## config.mk

```make
export PLATFORM = sky130hd
export DESIGN_NAME = xgemac_pkt_rx_reader
export DESIGN_NICKNAME = d
export VERILOG_FILES = /design/src/rtl/xgemac_pkt_rx_reader_pkg.sv /design/src/rtl/xgemac_pkt_rx_reader_fifo.sv /design/src/rtl/xgemac_pkt_rx_reader.sv
export SDC_FILE = /design/constraint.sdc
export NUM_CORES = 1
export LEC_CHECK = 0
export ABC_AREA = 1
export BUFFER_PORTS_ARGS = -buffer_cell sky130_fd_sc_hd__buf_2
export CORE_MARGIN = 2
export CORE_UTILIZATION = 40
export DETAILED_ROUTE_END_ITERATION = 8
export HOLD_SLACK_MARGIN = 0.1
export SETUP_SLACK_MARGIN = 0.5
export SYNTH_ARGS = -nofsm -noshare
export SYNTH_HDL_FRONTEND = slang
export SYNTH_SLANG_ARGS = --single-unit
```

## constraint.sdc

```tcl
create_clock -name clk_156m25 -period 9.7 [get_ports clk_156m25]
set_input_delay 0.485 -clock clk_156m25 [delete_from_list [all_inputs] [get_ports clk_156m25]]
set_output_delay 0.485 -clock clk_156m25 [all_outputs]
set_load 0.05 [all_outputs]
```

## src/rtl/xgemac_pkt_rx_reader_pkg.sv

```systemverilog
// Shared types and constants for the xge_mac packet RX reader.
package xgemac_pkt_rx_reader_pkg;

    localparam int XGE_WORD_BYTES = 8;
    localparam int XGE_DATA_W     = 64;

    // One MAC receive word as held in the elastic buffer.
    typedef struct packed {
        logic [XGE_DATA_W-1:0] data;
        logic                  sop;
        logic                  eop;
        logic [2:0]            mod;
        logic                  err;
    } rx_word_t;

    typedef enum logic [0:0] {
        RD_IDLE = 1'b0,
        RD_READ = 1'b1
    } rx_rd_state_e;

endpackage

```

## src/rtl/xgemac_pkt_rx_reader_fifo.sv

```systemverilog
// Small first-word-fall-through FIFO of rx_word_t entries with occupancy count.
module xgemac_pkt_rx_reader_fifo
    import xgemac_pkt_rx_reader_pkg::*;
#(
    parameter int DEPTH = 4,
    parameter int CW    = $clog2(DEPTH) + 1
) (
    input  logic          clk,
    input  logic          rst_n,
    input  logic          wr_en,
    input  rx_word_t      wr_word,
    input  logic          rd_en,
    output rx_word_t      rd_word,
    output logic [CW-1:0] count
);

    localparam int AW = $clog2(DEPTH);

    rx_word_t      mem_q [DEPTH];
    rx_word_t      mem_d [DEPTH];
    logic [AW-1:0] wr_ptr_q, wr_ptr_d;
    logic [AW-1:0] rd_ptr_q, rd_ptr_d;
    logic [CW-1:0] count_q, count_d;
    logic          wr_ok_s, rd_ok_s;

    // Qualify push/pop and compute next storage, pointers and occupancy.
    always_comb begin
        rd_ok_s  = rd_en && (count_q != '0);
        wr_ok_s  = wr_en && ((count_q != CW'(DEPTH)) || rd_ok_s);
        mem_d    = mem_q;
        if (wr_ok_s) begin
            mem_d[wr_ptr_q] = wr_word;
            wr_ptr_d        = wr_ptr_q + AW'(1);
        end else begin
            wr_ptr_d        = wr_ptr_q;
        end
        if (rd_ok_s) begin
            rd_ptr_d = rd_ptr_q + AW'(1);
        end else begin
            rd_ptr_d = rd_ptr_q;
        end
        case ({wr_ok_s, rd_ok_s})
            2'b10:   count_d = count_q + CW'(1);
            2'b01:   count_d = count_q - CW'(1);
            default: count_d = count_q;
        endcase
    end

    // Storage and pointer registers; reset discards all contents.
    always_ff @(posedge clk or negedge rst_n) begin
        if (!rst_n) begin
            for (int i = 0; i < DEPTH; i++) begin
                mem_q[i] <= '0;
            end
            wr_ptr_q <= '0;
            rd_ptr_q <= '0;
            count_q  <= '0;
        end else begin
            mem_q    <= mem_d;
            wr_ptr_q <= wr_ptr_d;
            rd_ptr_q <= rd_ptr_d;
            count_q  <= count_d;
        end
    end

    assign rd_word = mem_q[rd_ptr_q];
    assign count   = count_q;

endmodule

```

## src/rtl/xgemac_pkt_rx_reader.sv

```systemverilog
// Reader end of the xge_mac RX port: drains frames into a valid/ready stream,
// measures frame length and keeps saturating frame/byte statistics.
module xgemac_pkt_rx_reader
    import xgemac_pkt_rx_reader_pkg::*;
#(
    parameter int DATA_W          = 64,
    parameter int FIFO_DEPTH      = 4,
    parameter int MAX_FRAME_BYTES = 1518,
    parameter int LEN_W           = 16,
    parameter int CNT_W           = 32
) (
    input  logic              clk_156m25,
    input  logic              reset_156m25_n,
    input  logic              enable,
    input  logic              pkt_rx_avail,
    output logic              pkt_rx_ren,
    input  logic              pkt_rx_val,
    input  logic              pkt_rx_sop,
    input  logic              pkt_rx_eop,
    input  logic [2:0]        pkt_rx_mod,
    input  logic              pkt_rx_err,
    input  logic [DATA_W-1:0] pkt_rx_data,
    output logic              out_valid,
    input  logic              out_ready,
    output logic [DATA_W-1:0] out_data,
    output logic              out_sop,
    output logic              out_eop,
    output logic              out_err,
    output logic [2:0]        out_mod,
    output logic [LEN_W-1:0]  frame_len,
    output logic              frame_len_vld,
    input  logic              stat_clr,
    output logic [CNT_W-1:0]  stat_frames_ok,
    output logic [CNT_W-1:0]  stat_frames_err,
    output logic [CNT_W-1:0]  stat_bytes
);

    localparam int CW = $clog2(FIFO_DEPTH) + 1;
    localparam int XW = LEN_W + 4;   // headroom for 8*words before saturation

    rx_rd_state_e     state_q, state_d;
    logic             ren_q, ren_d;
    logic             in_frame_q, in_frame_d;
    logic             frame_len_vld_q, frame_len_vld_d;
    logic [LEN_W-1:0] wcnt_q, wcnt_d, wcnt_next_s;
    logic [LEN_W-1:0] frame_len_q, frame_len_d, len_sat_s;
    logic [XW-1:0]    bytes_ext_s;
    logic [CNT_W-1:0] ok_q, ok_d, err_q, err_d, bytes_q, bytes_d;
    logic [CNT_W:0]   ok_sum_s, err_sum_s, bytes_sum_s;
    logic [1:0]       err_inc_s;
    logic             wr_en_s, done_s, abort_s, oversize_s, frame_err_s;
    logic             room_s, pop_s;
    rx_word_t         wr_word_s, head_s;
    logic [CW-1:0]    fifo_count_s;

    // Words already requested (ren_q) still need a slot, so count them against capacity.
    assign room_s = ({1'b0, fifo_count_s} + {{CW{1'b0}}, ren_q}) < (CW+1)'(FIFO_DEPTH);

    // Reader FSM next state and MAC read enable.
    always_comb begin
        state_d = state_q;
        ren_d   = 1'b0;
        case (state_q)
            RD_IDLE: begin
                if (enable && pkt_rx_avail) begin
                    state_d = RD_READ;
                end else begin
                    state_d = RD_IDLE;
                end
            end
            RD_READ: begin
                if (pkt_rx_val && pkt_rx_eop) begin
                    state_d = RD_IDLE;
                    ren_d   = 1'b0;
                end else begin
                    state_d = RD_READ;
                    ren_d   = room_s;
                end
            end
            default: begin
                state_d = RD_IDLE;
                ren_d   = 1'b0;
            end
        endcase
    end

    assign pkt_rx_ren = ren_d;

    // Word capture, length measurement and oversize/error tagging.
    always_comb begin
        wr_en_s = pkt_rx_val && (state_q == RD_READ);
        if (pkt_rx_sop) begin
            wcnt_next_s = LEN_W'(1);
        end else if (wcnt_q == '1) begin
            wcnt_next_s = wcnt_q;
        end else begin
            wcnt_next_s = wcnt_q + LEN_W'(1);
        end
        if (pkt_rx_mod == 3'd0) begin
            bytes_ext_s = XW'(wcnt_next_s) * XW'(XGE_WORD_BYTES);
        end else begin
            bytes_ext_s = (XW'(wcnt_next_s) - XW'(1)) * XW'(XGE_WORD_BYTES) + XW'(pkt_rx_mod);
        end
        if (bytes_ext_s[XW-1:LEN_W] != '0) begin
            len_sat_s = '1;
        end else begin
            len_sat_s = bytes_ext_s[LEN_W-1:0];
        end
        oversize_s  = bytes_ext_s > XW'(MAX_FRAME_BYTES);
        frame_err_s = pkt_rx_err || oversize_s;
        done_s      = wr_en_s && pkt_rx_eop;
        // A sop arriving inside a frame abandons the partial frame.
        abort_s     = wr_en_s && pkt_rx_sop && in_frame_q;

        wr_word_s.data = pkt_rx_data;
        wr_word_s.sop  = pkt_rx_sop;
        wr_word_s.eop  = pkt_rx_eop;
        wr_word_s.mod  = pkt_rx_mod;
        wr_word_s.err  = pkt_rx_eop && frame_err_s;

        if (wr_en_s) begin
            wcnt_d     = wcnt_next_s;
            in_frame_d = !pkt_rx_eop;
        end else begin
            wcnt_d     = wcnt_q;
            in_frame_d = in_frame_q;
        end
        if (done_s) begin
            frame_len_d = len_sat_s;
        end else begin
            frame_len_d = frame_len_q;
        end
        frame_len_vld_d = done_s;
    end

    // Saturating statistics; a clear in the same cycle discards the update.
    always_comb begin
        err_inc_s   = {1'b0, done_s && frame_err_s} + {1'b0, abort_s};
        ok_sum_s    = {1'b0, ok_q} + (CNT_W+1)'(done_s && !frame_err_s);
        err_sum_s   = {1'b0, err_q} + (CNT_W+1)'(err_inc_s);
        bytes_sum_s = {1'b0, bytes_q} + (done_s ? (CNT_W+1)'(len_sat_s) : (CNT_W+1)'(0));
        if (stat_clr) begin
            ok_d    = '0;
            err_d   = '0;
            bytes_d = '0;
        end else begin
            ok_d    = ok_sum_s[CNT_W]    ? '1 : ok_sum_s[CNT_W-1:0];
            err_d   = err_sum_s[CNT_W]   ? '1 : err_sum_s[CNT_W-1:0];
            bytes_d = bytes_sum_s[CNT_W] ? '1 : bytes_sum_s[CNT_W-1:0];
        end
    end

    // Control, length and statistics registers.
    always_ff @(posedge clk_156m25 or negedge reset_156m25_n) begin
        if (!reset_156m25_n) begin
            state_q         <= RD_IDLE;
            ren_q           <= 1'b0;
            in_frame_q      <= 1'b0;
            wcnt_q          <= '0;
            frame_len_q     <= '0;
            frame_len_vld_q <= 1'b0;
            ok_q            <= '0;
            err_q           <= '0;
            bytes_q         <= '0;
        end else begin
            state_q         <= state_d;
            ren_q           <= ren_d;
            in_frame_q      <= in_frame_d;
            wcnt_q          <= wcnt_d;
            frame_len_q     <= frame_len_d;
            frame_len_vld_q <= frame_len_vld_d;
            ok_q            <= ok_d;
            err_q           <= err_d;
            bytes_q         <= bytes_d;
        end
    end

    xgemac_pkt_rx_reader_fifo #(
        .DEPTH (FIFO_DEPTH),
        .CW    (CW)
    ) u_fifo (
        .clk     (clk_156m25),
        .rst_n   (reset_156m25_n),
        .wr_en   (wr_en_s),
        .wr_word (wr_word_s),
        .rd_en   (pop_s),
        .rd_word (head_s),
        .count   (fifo_count_s)
    );

    assign out_valid       = (fifo_count_s != '0);
    assign pop_s           = out_valid && out_ready;
    assign out_data        = out_valid ? head_s.data : '0;
    assign out_sop         = out_valid && head_s.sop;
    assign out_eop         = out_valid && head_s.eop;
    assign out_err         = out_valid && head_s.err;
    assign out_mod         = out_valid ? head_s.mod : 3'd0;
    assign frame_len       = frame_len_q;
    assign frame_len_vld   = frame_len_vld_q;
    assign stat_frames_ok  = ok_q;
    assign stat_frames_err = err_q;
    assign stat_bytes      = bytes_q;

endmodule

```

Word level (Yosys, flattened, before mapping)
Cells that the tools add are included.
{"block": "word_totals", "reg_bits": 419, "inputBits": 77, "out_inout_bits": 185}
{"block": "classes", "addsub": 12, "order_cmp": 5, "eq_ne": 4, "muxes": 25, "bitwise_logic": 3, "n_reduce_logical": 24}
{"cell": "$bwmux W280", "count": 1}
{"cell": "$mux W70", "count": 3}
{"cell": "$mux W32", "count": 6}
{"cell": "$bmux W70 S2", "count": 1}
{"cell": "$demux W70 S2", "count": 1}
{"cell": "$mux W16", "count": 4}
{"cell": "$mux W64", "count": 1}
{"cell": "$add A32 B1 Y33", "count": 1}
{"cell": "$add A32 B16 Y33", "count": 1}
{"cell": "$add A32 B2 Y33", "count": 1}
{"cell": "$add A20 B3 Y20", "count": 1}
{"cell": "$gt A20 B11 Y1 const B", "count": 1}
{"cell": "$mux W20", "count": 1}
{"cell": "$sub A16 B1 Y17 const B", "count": 1}
{"cell": "$add A16 B1 Y16 const B", "count": 1}
{"cell": "$eq A16 B16 Y1 const B", "count": 1}
{"cell": "$logic_and A1 B1 Y1", "count": 16}
{"cell": "$ge A3 B3 Y1 const B", "count": 2}
{"cell": "$not A2 Y3", "count": 2}
{"cell": "$pmux W3 S2", "count": 1}
{"cell": "$add A2 B1 Y2 const B", "count": 2}
{"cell": "$add A3 B1 Y4", "count": 1}
{"cell": "$lt A4 B3 Y1 const B", "count": 1}
{"cell": "$mux W1", "count": 4}
{"cell": "16 further kinds", "count": 18}

Longest topological paths before layout
{"block": "depth", "word_depth": 13, "mapped_depth": 39, "ltp_nobuf": 39}

Cells and area by module
From an unflattened synthesis, not the netlist that was laid out.
{"block": "hier_totals", "hier_cells": 3039, "area_unflattened_um2": 23192.2}
{"mod": "xgemac_pkt_rx_reader_fifo", "n_inst": 1, "cells_per_inst": 1690, "area_each_um2": 14153.6, "seq_area_each_um2": 7181.9}
{"mod": "xgemac_pkt_rx_reader", "n_inst": 1, "cells_per_inst": 1349, "area_each_um2": 9038.7, "seq_area_each_um2": 3303.2}

Least setup slack after synthesis
No wires, ideal clock.
{"block": "synth_path", "path_type": "input to register", "startpoint": "in pkt_rx_sop", "endpoint": "reg ok_q[29], in the netlist stat_frames_ok[29]", "t_arrival_ns": 4.759, "required_ns": 9.637, "path_slack_ns": 4.878, "cell_stages": 33, "path_buffers": 2, "path_cell_list": "inv_1 -> buf_2 -> clkbuf_1 -> nand3_1 -> inv_1 -> ha_1 -> inv_1 -> nor2_1 -> nand3_1 -> or2_2 -> xor2_1 -> inv_1 -> nand2_1 -> nand2_1 -> nand3_4 -> nor2_2 -> ha_1 -> ha_1 -> nand2_1 -> nor3_2 -> inv_1 -> nor3_2 -> nand2_1 -> nor3_2 -> inv_1 -> nor2_1 -> inv_1 -> nor2_1 -> inv_1 -> o21ai_0 -> a21oi_1 -> or2_2 -> inv_1"}
{"block": "synth_between", "elab_chain_cells": 11}
{"element": "from (decl)", "line_no": "xgemac_pkt_rx_reader.sv:18", "text": "input logic pkt_rx_sop,"}
{"element": "$mux W16 *", "line_no": "xgemac_pkt_rx_reader.sv:92", "text": "if (pkt_rx_sop) begin"}
{"element": "$sub A16 B1 Y17", "line_no": "xgemac_pkt_rx_reader.sv:102", "text": "bytes_ext_s = (XW'(wcnt_next_s) - XW'(1)) * XW'(XGE_WORD_BYTES) + XW'(pkt_rx_mod);"}
{"element": "$add A20 B3 Y20", "line_no": "xgemac_pkt_rx_reader.sv:102"}
{"element": "$mux W20 *", "line_no": "xgemac_pkt_rx_reader.sv:99", "text": "if (pkt_rx_mod == 3'd0) begin"}
{"element": "$gt A20 B11 Y1 *", "line_no": "xgemac_pkt_rx_reader.sv:109", "text": "oversize_s = bytes_ext_s > XW'(MAX_FRAME_BYTES);"}
{"element": "$logic_or A1 B1 Y1 *", "line_no": "xgemac_pkt_rx_reader.sv:110", "text": "frame_err_s = pkt_rx_err || oversize_s;"}
{"element": "$logic_not A1 Y1 *", "line_no": "xgemac_pkt_rx_reader.sv:139", "text": "ok_sum_s = {1'b0, ok_q} + (CNT_W+1)'(done_s && !frame_err_s);"}
{"element": "$logic_and A1 B1 Y1 *", "line_no": "xgemac_pkt_rx_reader.sv:139"}
{"element": "$add A32 B1 Y33 *", "line_no": "xgemac_pkt_rx_reader.sv:139"}
{"element": "$mux W32 *", "line_no": "xgemac_pkt_rx_reader.sv:147", "text": "ok_d = ok_sum_s[CNT_W] ? '1 : ok_sum_s[CNT_W-1:0];"}
{"element": "$mux W32 *", "line_no": "xgemac_pkt_rx_reader.sv:142", "text": "if (stat_clr) begin"}
{"element": "via ok_d[29]", "line_no": "xgemac_pkt_rx_reader.sv:48", "text": "logic [CNT_W-1:0] ok_q, ok_d, err_q, err_d, bytes_q, bytes_d;"}
{"element": "to (signal assigned)", "line_no": "xgemac_pkt_rx_reader.sv:172", "text": "ok_q <= ok_d;"}
{"element": "to (decl)", "line_no": "xgemac_pkt_rx_reader.sv:48"}
The timed path passes the listed nets; every way through them passes the cells marked *.
A chain may end at the register's enable or synchronous reset.

Final worst setup path
{"block": "layout_path", "startpoint": "reg wcnt_q[0]", "endpoint": "reg ok_q[20], in the netlist stat_frames_ok[20]"}
{"block": "layout_between", "elab_chain_cells": 13}
{"element": "from (decl)", "line_no": "xgemac_pkt_rx_reader.sv:45", "text": "logic [LEN_W-1:0] wcnt_q, wcnt_d, wcnt_next_s;"}
{"element": "from (signal assigned)", "line_no": "xgemac_pkt_rx_reader.sv:169", "text": "wcnt_q <= wcnt_d;"}
{"element": "$add A16 B1 Y16 or $eq A16 B16 Y1 (tied branches)", "line_no": "xgemac_pkt_rx_reader.sv:97, xgemac_pkt_rx_reader.sv:94"}
{"element": "$mux W16 *", "line_no": "xgemac_pkt_rx_reader.sv:94", "text": "end else if (wcnt_q == '1) begin"}
{"element": "$mux W16 *", "line_no": "xgemac_pkt_rx_reader.sv:92"}
{"element": "$sub A16 B1 Y17", "line_no": "xgemac_pkt_rx_reader.sv:102"}
{"element": "$add A20 B3 Y20", "line_no": "xgemac_pkt_rx_reader.sv:102"}
{"element": "$mux W20 *", "line_no": "xgemac_pkt_rx_reader.sv:99"}
{"element": "$gt A20 B11 Y1 *", "line_no": "xgemac_pkt_rx_reader.sv:109"}
{"element": "$logic_or A1 B1 Y1 *", "line_no": "xgemac_pkt_rx_reader.sv:110"}
{"element": "$logic_not A1 Y1 *", "line_no": "xgemac_pkt_rx_reader.sv:139"}
{"element": "$logic_and A1 B1 Y1 *", "line_no": "xgemac_pkt_rx_reader.sv:139"}
{"element": "$add A32 B1 Y33 *", "line_no": "xgemac_pkt_rx_reader.sv:139"}
{"element": "$mux W32 *", "line_no": "xgemac_pkt_rx_reader.sv:147"}
{"element": "$mux W32 *", "line_no": "xgemac_pkt_rx_reader.sv:142"}
{"element": "via ok_d[20]", "line_no": "xgemac_pkt_rx_reader.sv:48"}
Marked as above.

==> results.ini <==
[critical_path]
path_buf_inv = 7
slowest_stage = nor3_1
cp.required_ns = 10.22
end_kind = flop
cpPeakStageDelay_ns = 0.86
cp_top_family = simple AND/OR/NAND/NOR gates
critPathKind = reg2reg
worst-path-max-fanout = 11
timing.rr.end = stat_frames_ok[20]$_DFF_PN0_
path_common_cell = inv_1
cp.arrival_ns = 6.47
worst-r2r-setup-slack_ns = 3.75
cp-start-kind = flop
r2r_start = wcnt_q[0]$_DFFE_PN0P_
r2r_cells = 32

[hold_path]
hp-start = pkt_rx_data[42]
hold_depth = 3
worstHoldEndpoint = u_fifo.mem_q[48]$_DFFE_PN0P_
hold_class = in2reg

[sta]
period_share_pct = 61.4
skew_ns = 0.0172
setup-violations-final = 0
slew_viol_final = 0
rsz0062_at_grt = no
timing.setup.tns_ns = 0
tightest_slew_ns = 1.16
max-slew-margin-rel_pct = 22.9
fin_crit_ns = 5.95
clock.fmax_mhz = 168
hold_violations = 0

[logic_synthesis]
synthCells = 2749
yosys-top-cells-count = 788 x nand2_1, 419 x dfrtp_1, 369 x o21ai_0, 321 x inv_1, 258 x a21oi_1
synthXorXnorAreaFrac_pct = 2.72
synthAdderAreaFrac_pct = 1.81
ys_seq_elements = 419
synth_area_leaders = dfrtp_1 49%, nand2_1 14%, o21ai_0 8.7%
synth-edff-count = 0
seq_area_frac_synth_pct = 49.4
yosysWarnings = 0
synth.avg_cell_area_sq_um = 7.73
synth_area_sq_um = 21200
synth.net_count = 2855
async_flop_share_pct = 100
post_synth_mux_area_share_pct = 0
yosysMostFrequentCell = nand2_1
synth_ff_type = dfrtp_1
synth_top_family_by_area = simple AND/OR/NAND/NOR gates
synth_cell_types = 44
synth_top_area_cell = dfrtp_1
synth_compound_area_share_pct = 16.1
yosysTopAreaCellShare_pct = 49.4
yosys.area_share.simple_pct = 21.6

[pwr]
p_leak_uw = 0.0128
p_total_uw = 8160
powerDensity_nw_per_um2 = 331
ir_worst_vdd_v = 0.000209

[placed_design]
dp.cells = 3582
gp_congestion = 0.895
dp.final_hpwl_microns = 37400
portBuffers = 261

[clock_tree]
cts-root-buf = clkbuf_16
cts_tree = yes
postCtsSetupBuffers = 0
cts_max_level = 2
postCtsHoldBufs = 1
cts_resized = 0
cts_sinks = 419
path_clk_slew_ns = 0.06
clockBufferDepth = 3
cts-buffers-inserted = 49
insertion_delay_ns = 0.59

[final_layout]
fill_cells = 5201
area_growth_pct = 16.1
fin_nets = 3052
finalNonFillerCells = 3674
layout-drive-gt1-share_pct = 14.3

[route]
drt_iter0_markers = 1353
ant_nets = 0
wl_per_cell_microns = 16.4
dr.pass1.iters = 6
drt_wl_total_microns = 60200
num_vias = 18800
drc = 0
routed_via_density = 5.13

[global_routing]
grt-ovfl-total = 0
grt_pass1_vias = 18300
antenna_found_initial = 7
grt_max_degree = 168
grt_util_all_layers_pct = 21.9
grt_pass1_wl_microns = 97100

[job]
cap_violations = 0

[die]
initial_utilization_pct = 40.4
row_count = 84
chipWidth_microns = 234
die_area_sq_um = 55000
core_area_sq_um = 52600
ioPinCount = 262
die_y_microns = 234

[outcome]
status = completed

cell type report:
| type | count | area [sq um] | share of cell area, % |
|---|---|---|---|
| flip-flops and latches | 419 | 10500 | 42.5 |
| multi-input cells | 1865 | 8990 | 36.4 |
| repair buffers | 283 | 1500 | 6.07 |
| clock buffers | 78 | 1460 | 5.90 |
| inverters | 328 | 1240 | 5.03 |
| well taps | 688 | 861 | 3.49 |
| clock inverters | 9 | 128 | 0.517 |
| diodes | 4 | 10.0 | 0.0406 |
sequential cells by signal, indices dropped and copies added, names as in the netlist:
| register | count |
|---|---|
| stat_frames_ok | 32 |
| stat_frames_err | 32 |
| ren_q | 1 |
| wcnt_q | 16 |
| u_fifo.wr_ptr_q | 2 |
| u_fifo.count | 3 |
| stat_bytes | 32 |
| u_fifo.mem_q | 280 |
| frame_len_vld | 1 |
| u_fifo.rd_ptr_q | 2 |
| frame_len | 16 |
| state_q | 1 |
| in_frame_q | 1 |
cell usage in the layout (no fill, tap or decap), drive strengths merged, types with 2 or more instances in the layout:
master	count
buf	282
xor2	37
diode	4
a21oi	263
nor3	33
or2	9
nor2	156
inv	326
a21boi	3
xnor2	29
o21ai	383
nand2	802
ha	26
nand3b	4
nand4	19
clkinv	8
a31oi	11
clkbuf	78
nand3	64
fa	3
bufinv	2
nor4	12
a21o	2
o21bai	4
dfrtp	419
metrics by stage:
stage | cell area [sq um] | worst slack, ns | hold WS, ns | util (%)
after detailed placement | 23100 | 3.78 | 0.456 | 43.9
after CTS | 24700 | 3.83 | 0.104 | 46.9
after global placement | 23100 | 3.92 | 0.449 | 43.9
after global routing | 24700 | 3.10 | 0.115 | 46.9
final | 24700 | 3.75 | 0.145 | 46.9
after floorplan | 21200 | 4.88 | 0.189 | -
per-layer routing:
metal	wire length (microns)	GRT usage, %	vias to the layer above	part of all wire [%]
met5	49	0	-	0.081
met4	1370	6.58	6	2.3
met3	4960	5.32	100	8.2
met2	28000	35.7	582	46
met1	25900	29.0	8985	43
li1	-	-	9163	-
cell families (layout without fill, tap and decap cells):
logic type               count (synthesis)  after routing
other                                    0              4
AO/OA/AOI/OAI                          668            668
adder cells (fa/ha/maj)                 29             29
AND/OR/NAND/NOR                       1102           1102
XOR/XNOR                                66             66
buffers and inverters                  465            698
flip-flops                             419            419
worst max-delay path by stage:
stage / from / end / slack [ns] / cells after the start
floorplan: pkt_rx_sop / stat_frames_ok[29]$_DFF_PN0_ / 4.88 / 33
global placement: pkt_rx_sop / stat_frames_ok[20]$_DFF_PN0_ / 3.92 / 29
detailed placement: pkt_rx_sop / stat_frames_ok[20]$_DFF_PN0_ / 3.78 / 27
CTS: wcnt_q[0]$_DFFE_PN0P_ / stat_frames_ok[20]$_DFF_PN0_ / 3.83 / 32
global route: wcnt_q[0]$_DFFE_PN0P_ / stat_frames_ok[20]$_DFF_PN0_ / 3.10 / 34
finish: wcnt_q[0]$_DFFE_PN0P_ / stat_frames_ok[20]$_DFF_PN0_ / 3.75 / 32
power breakdown:
group          leakage, uW  total [uW]  internal, uW  switching, uW
registers          0.00536        2650          2360            287
logic              0.00663        3680           902           2780
clock network     0.000774        1830          1080            749
tightest hold or removal path, stage by stage:
cell,delay [ns]
buf_2,0.11
nand2_1,0.05
nand2_1,0.04
No activity file was read; power rests on OpenSTA's default activity.
